<file path="src/rtl/game_timer_if.sv">
// Purpose: bundles the game-FSM control pulses and the elapsed-time bus seen by the screen pipeline.
// Latency: n/a (wiring only).
// Backpressure: none; pulses are single-cycle and outputs are level signals.
interface game_timer_if;
    logic        start;
    logic        stop;
    logic        clear;
    logic [11:0] game_time;
    logic        running;
    logic        sec_tick;
    logic        time_max;

    // Game FSM / test side: issues control pulses, observes the time.
    modport master (
        output start, stop, clear,
        input  game_time, running, sec_tick, time_max
    );

    // Timer side: consumes control pulses, produces the time.
    modport slave (
        input  start, stop, clear,
        output game_time, running, sec_tick, time_max
    );
endinterface

</file>
<file path="src/rtl/game_timer.sv">
// Purpose: mm:ss elapsed play timer, started/stopped/cleared by the game FSM, frozen for the endgame screen.
// Latency: all outputs registered; a control pulse takes effect on the next edge, first tick CLK_DIV cycles after start.
// Backpressure: none; pulses are always accepted, priority clear > start > stop.
module game_timer #(
    parameter int CLK_DIV     = 65000000,
    parameter int MAX_MINUTES = 59
) (
    input  logic         pclk,
    input  logic         rst,
    game_timer_if.slave  tmr
);
    localparam int             PW         = (CLK_DIV > 1) ? $clog2(CLK_DIV) : 1;
    localparam logic [PW-1:0]  PRESC_LAST = PW'(CLK_DIV - 1);
    localparam logic [5:0]     MIN_LAST   = 6'(MAX_MINUTES);

    typedef enum logic [1:0] {
        IDLE    = 2'd0,
        RUN     = 2'd1,
        STOPPED = 2'd2
    } state_t;

    state_t         state_q, state_d;
    logic [PW-1:0]  presc_q, presc_d;
    logic [5:0]     min_q, min_d;
    logic [5:0]     sec_q, sec_d;
    logic           tick_q, tick_d;
    logic           max_q, max_d;
    logic           run_q, run_d;

    // State, prescaler and all outputs are registered together.
    always_ff @(posedge pclk or negedge rst) begin
        if (!rst) begin
            state_q <= IDLE;
            presc_q <= '0;
            min_q   <= '0;
            sec_q   <= '0;
            tick_q  <= 1'b0;
            max_q   <= 1'b0;
            run_q   <= 1'b0;
        end else begin
            state_q <= state_d;
            presc_q <= presc_d;
            min_q   <= min_d;
            sec_q   <= sec_d;
            tick_q  <= tick_d;
            max_q   <= max_d;
            run_q   <= run_d;
        end
    end

    // Next state and next output values; clear beats start beats stop, and a
    // stop on the wrap cycle suppresses that cycle's increment.
    always_comb begin
        state_d = state_q;
        presc_d = presc_q;
        min_d   = min_q;
        sec_d   = sec_q;
        tick_d  = 1'b0;
        max_d   = max_q;

        if (tmr.clear) begin
            state_d = IDLE;
            presc_d = '0;
            min_d   = '0;
            sec_d   = '0;
            max_d   = 1'b0;
        end else if (tmr.start) begin
            state_d = RUN;
            presc_d = '0;
            min_d   = '0;
            sec_d   = '0;
            max_d   = 1'b0;
        end else begin
            case (state_q)
                RUN: begin
                    if (tmr.stop) begin
                        state_d = STOPPED;
                        presc_d = '0;
                    end else if (presc_q == PRESC_LAST) begin
                        presc_d = '0;
                        if (min_q == MIN_LAST && sec_q == 6'd59) begin
                            // Saturated: hold MAX:59 and freeze instead of wrapping.
                            state_d = STOPPED;
                            max_d   = 1'b1;
                        end else if (sec_q == 6'd59) begin
                            sec_d  = '0;
                            min_d  = min_q + 6'd1;
                            tick_d = 1'b1;
                        end else begin
                            sec_d  = sec_q + 6'd1;
                            tick_d = 1'b1;
                        end
                    end else begin
                        presc_d = presc_q + PW'(1);
                    end
                end
                default: ;
            endcase
        end

        run_d = (state_d == RUN);
    end

    assign tmr.game_time = {min_q, sec_q};
    assign tmr.running   = run_q;
    assign tmr.sec_tick  = tick_q;
    assign tmr.time_max  = max_q;
endmodule

</file>
<file path="src/flat_wrapper.sv">
// flat-port wrapper written by rule: the top's interface ports become plain ports
module game_timer_flat 
#(
    parameter int CLK_DIV     = 65000000,
    parameter int MAX_MINUTES = 59
)
  (pclk, rst, tmr_start, tmr_stop, tmr_clear, tmr_game_time, tmr_running, tmr_sec_tick, tmr_time_max);
  game_timer_if tmr_i ();
  input  logic pclk;
  input  logic rst;
  input wire logic [$bits(tmr_i.start)-1:0] tmr_start;
  input wire logic [$bits(tmr_i.stop)-1:0] tmr_stop;
  input wire logic [$bits(tmr_i.clear)-1:0] tmr_clear;
  output wire logic [$bits(tmr_i.game_time)-1:0] tmr_game_time;
  output wire logic [$bits(tmr_i.running)-1:0] tmr_running;
  output wire logic [$bits(tmr_i.sec_tick)-1:0] tmr_sec_tick;
  output wire logic [$bits(tmr_i.time_max)-1:0] tmr_time_max;
  assign tmr_i.start = tmr_start;
  assign tmr_i.stop = tmr_stop;
  assign tmr_i.clear = tmr_clear;
  assign tmr_game_time = tmr_i.game_time;
  assign tmr_running = tmr_i.running;
  assign tmr_sec_tick = tmr_i.sec_tick;
  assign tmr_time_max = tmr_i.time_max;
  game_timer #(.CLK_DIV(CLK_DIV), .MAX_MINUTES(MAX_MINUTES)) u_core (.pclk(pclk), .rst(rst), .tmr(tmr_i));
endmodule
</file>
<file path="config.mk">
export PLATFORM = sky130hd
export DESIGN_NAME = game_timer_flat
export DESIGN_NICKNAME = d
export VERILOG_FILES = /design/src/rtl/game_timer_if.sv /design/src/rtl/game_timer.sv /design/src/flat_wrapper.sv
export SDC_FILE = /design/constraint.sdc
export NUM_CORES = 1
export LEC_CHECK = 0
export BUFFER_PORTS_ARGS = -buffer_cell sky130_fd_sc_hd__buf_2
export CORE_UTILIZATION = 38
export DETAILED_ROUTE_END_ITERATION = 10
export MAX_ROUTING_LAYER = met4
export PLACE_DENSITY = 0.61
export SLEW_MARGIN = 0
export SYNTH_ARGS = -nofsm -noshare
export SYNTH_HDL_FRONTEND = slang
export SYNTH_SLANG_ARGS = --single-unit
</file>
<file path="constraint.sdc">
create_clock -name pclk -period 3.05 [get_ports pclk]
set_clock_uncertainty 0.1 [all_clocks]
set_input_delay 0.1525 -clock pclk [delete_from_list [all_inputs] [get_ports pclk]]
set_output_delay 0.1525 -clock pclk [all_outputs]
set_load 0.02 [all_outputs]
</file>
==> flow_summary_export.csv <==
group,metric,value,unit
logic_synthesis,synthFlopType,"dfrtp_1",
global_routing,grt_pass1_vias,1931,
global_routing,met1_usage,25.68,%
global_routing,grt_usage,19.48,%
global_routing,busiest_layer,"met2",
logic_synthesis,yosysUniqueCellTypes,43,
floorplanning,die_x,82.60,µm
clock_tree,cts_sinks,43,
sta,slew_headroom,35.64,%
floorplanning,rows,29,
pwr,p_total,989.3,µW
routing,vias,2209,
logic_synthesis,synth_seq_area_share,43.59,%
clock_tree,htree_levels,2,
cells_and_area,fillers,642,
sta,timing.hold.ws,0.04057,ns
clock_tree,post_cts_buffers,0,
sta,slew_viol_final,0,
floorplanning,initial_core_util,39.10,%
sta,rsz0062_at_grt,"no",
sta,setup_viol,0,
placement,hpwlAfterDp,3996,µm
sta,setup_tns,0,ns
logic_synthesis,synth_warnings,0,
sta,period_share,84.15,%
routing,drtPass1Iterations,4,
worst_setup_path,rrSetupSlack,0.48,ns
clock_tree,clockBufferDepth,2,
sta,fmax,389.6,MHz
global_routing,antenna_found_initial,0,
global_routing,grt_max_degree,44,
clock_tree,cts_buffers,5,
sta,tightest_slew,0.9655,ns
logic_synthesis,avgSynthCellArea,8.977,µm²
floorplanning,dieArea,6823,µm²
floorplanning,core-area,6314,µm²
routing,vias_per_cell,5.938,
clock_tree,cts_resized,0,
logic_synthesis,yosysMostFrequentCell,"dfrtp_1",
clock_tree,root_buffer,"clkbuf_8",
clock_tree,cts_hold_buf,2,
hold_path,worstHoldPathCells,3,
cells_and_area,area_delta_synth_final,11.25,%
logic_synthesis,synth_common_cells,"43 x dfrtp_1, 29 x nand2_1, 23 x a21oi_1",
worst_setup_path,r2r_start,"u_core.presc_q[10]",
clock_tree,clk_pin_slew,0.09,ns
floorplanning,ios,20,
logic_synthesis,ys_ff_latch,43,
logic_synthesis,synth_area_leaders,"dfrtp_1 44%, a21oi_1 4.7%, nand2_1 4.4%",
worst_setup_path,end_kind,"register",
cells_and_area,nets,302,
placement,place_congestion,0.8397,
routing,ant_nets,0,
global_routing,grt_pass1_wl,9742,µm
logic_synthesis,yosysTopAreaCell,"dfrtp_1",
logic_synthesis,syn_area,2469,µm²
sta,finalHoldViolCount,0,
hold_path,hp-class,"in -> reg",
clock_tree,insertion_delay,0.30,ns
sta,post-route-min-period,2.567,ns
global_routing,gr-total-overflow,0,
global_routing,grt_use_met3,3.736,%
logic_synthesis,synth.top_cell.area_share,43.59,%
cells_and_area,diodes,0,
routing,post-route-drc-count,0,
logic_synthesis,synth_edf_count,0,
clock_tree,cts_tree,"built",
worst_setup_path,worstPathArrival,2.70,ns
logic_synthesis,ys_async_sr_fraction,100.0,%
global_routing,globalRouteMet2Util,30.08,%
hold_path,holdPathEnd,"u_core.tmr.running",
worst_setup_path,start_kind,"register",
worst_setup_path,critPathKind,"reg -> reg",
worst_setup_path,critical_path_peak_fanout,10,
pwr,p_leak,1.127,nW
routing,wirelength,5916,µm
worst_setup_path,critPathRequiredTime,3.18,ns
cells_and_area,drive_above_1_share,13.56,%
hold_path,hold_start,"tmr_start",
routing,initialDrtViolationCount,151,
routing,wl_per_cell,15.90,µm
logic_synthesis,netlist_instances,275,
pwr,peakVddDrop,0.1895,mV
logic_synthesis,syn-num-nets,283,
worst_setup_path,reg2reg_depth,5,
placement,port_buffers,19,
pwr,p_per_area,360.2,nW/µm²
run_status,status,"completed",
floorplanning,die_h,82.60,µm
flow_run,drv_cap,0,
worst_setup_path,r2r-end,"u_core.min_q[5]",
-- power breakdown --
part / switching, mW / internal, mW / total [mW]
logic: 0.0355 / 0.0139 / 0.0495
clock network: 0.206 / 0.160 / 0.366
registers: 0.00178 / 0.572 / 0.574
total: 0.243 / 0.746 / 0.989
-- worst max-delay path: stages, from the launching register on --
cell	delay (ns)
dfrtp_1	0.48
or4b_4	0.59
nor4_4	0.47
nand4_2	0.21
or4_1	0.51
a21oi_1	0.14
-- metrics by stage --
stage / cell area [µm²] / util [%] / instances / worst slack, ns
after floorplan: 2469 / - / 275 / 0.6859
after global placement: 2641 / 41.84 / 362 / 0.5411
after CTS: 2746 / 43.50 / 372 / 0.4770
after detailed placement: 2641 / 41.84 / 362 / 0.5177
after global routing: 2746 / 43.50 / 372 / 0.3242
final: 2746 / 43.50 / 372 / 0.4835
-- worst max path at each step --
| stage | from | to | slack [ns] | cells after the start |
|---|---|---|---|---|
| 3_5_place_dp | u_core.presc_q[10] | u_core.min_q[5] | 0.52 | 5 |
| 6_report | u_core.presc_q[10] | u_core.min_q[5] | 0.48 | 5 |
| 5_1_grt | u_core.presc_q[10] | u_core.sec_q[3] | 0.32 | 6 |
| 4_1_cts | u_core.presc_q[10] | u_core.min_q[5] | 0.48 | 5 |
| 3_3_place_gp | u_core.presc_q[10] | u_core.sec_q[4] | 0.54 | 6 |
| 2_1_floorplan | u_core.presc_q[10] | u_core.min_q[5] | 0.69 | 6 |
-- final cells by class --
cell class                      instances  area [µm²]  share of cell area (%)
Tap cell                               77       96.34                   3.508
Inverter                                5       18.77                  0.6834
Clock inverter                          2       12.51                  0.4556
Sequential cell                        43        1076                   39.18
Clock buffer                            6       72.57                   2.642
Timing Repair Buffer                   26       152.6                   5.558
Multi-Input combinational cell        213        1318                   47.97
-- routing by layer --
metal | up-vias | wire, µm
met1 | 1065 | 2848
met3 | 8 | 235
met4 | 0 | 84
li1 | 1088 | -
met2 | 48 | 2748
met5 | - | 0
-- placed cells by master (no fill, tap or decap), types with 2 or more instances in the layout --
cell type	n
nor3b_1	2
nand2b_1	3
a21o_1	7
and2_1	2
dfrtp_1	43
o21ai_0	18
a31oi_1	14
a41oi_1	3
nand2_1	29
xnor2_1	2
inv_1	5
nor3_1	9
nor2_1	14
nand4_1	13
a21oi_1	22
nor4b_1	2
and4_1	8
or3_1	6
a22o_1	4
dlygate4sd3_1	2
nor4_1	2
a211oi_1	2
or2_2	4
nand3_1	11
a21boi_0	2
xor2_1	4
ha_1	3
clkbuf_8	5
buf_2	19
o31ai_1	6
or4_1	7
buf_4	5
-- registers in the layout, indices dropped and copies added (netlist names) --
name                 flops
u_core.min_q             6
u_core.presc_q          26
u_core.sec_q             6
u_core.state_q           2
u_core.tmr.running       1
u_core.tmr.sec_tick      1
u_core.tmr.time_max      1
-- cells by family after synthesis --
logic type                 after synthesis  share of synthesized area, %
AOI/OAI and AO/OA                       84                         21.24
buffers and inverters                   19                         3.193
adders and majority gates                3                         1.521
xor gates and xnor gates                 6                         2.129
and+or+nand+nor                        119                         27.93
muxes                                    1                        0.4055
DFF                                     43                         43.59
Power figures use the tool's default switching activity.
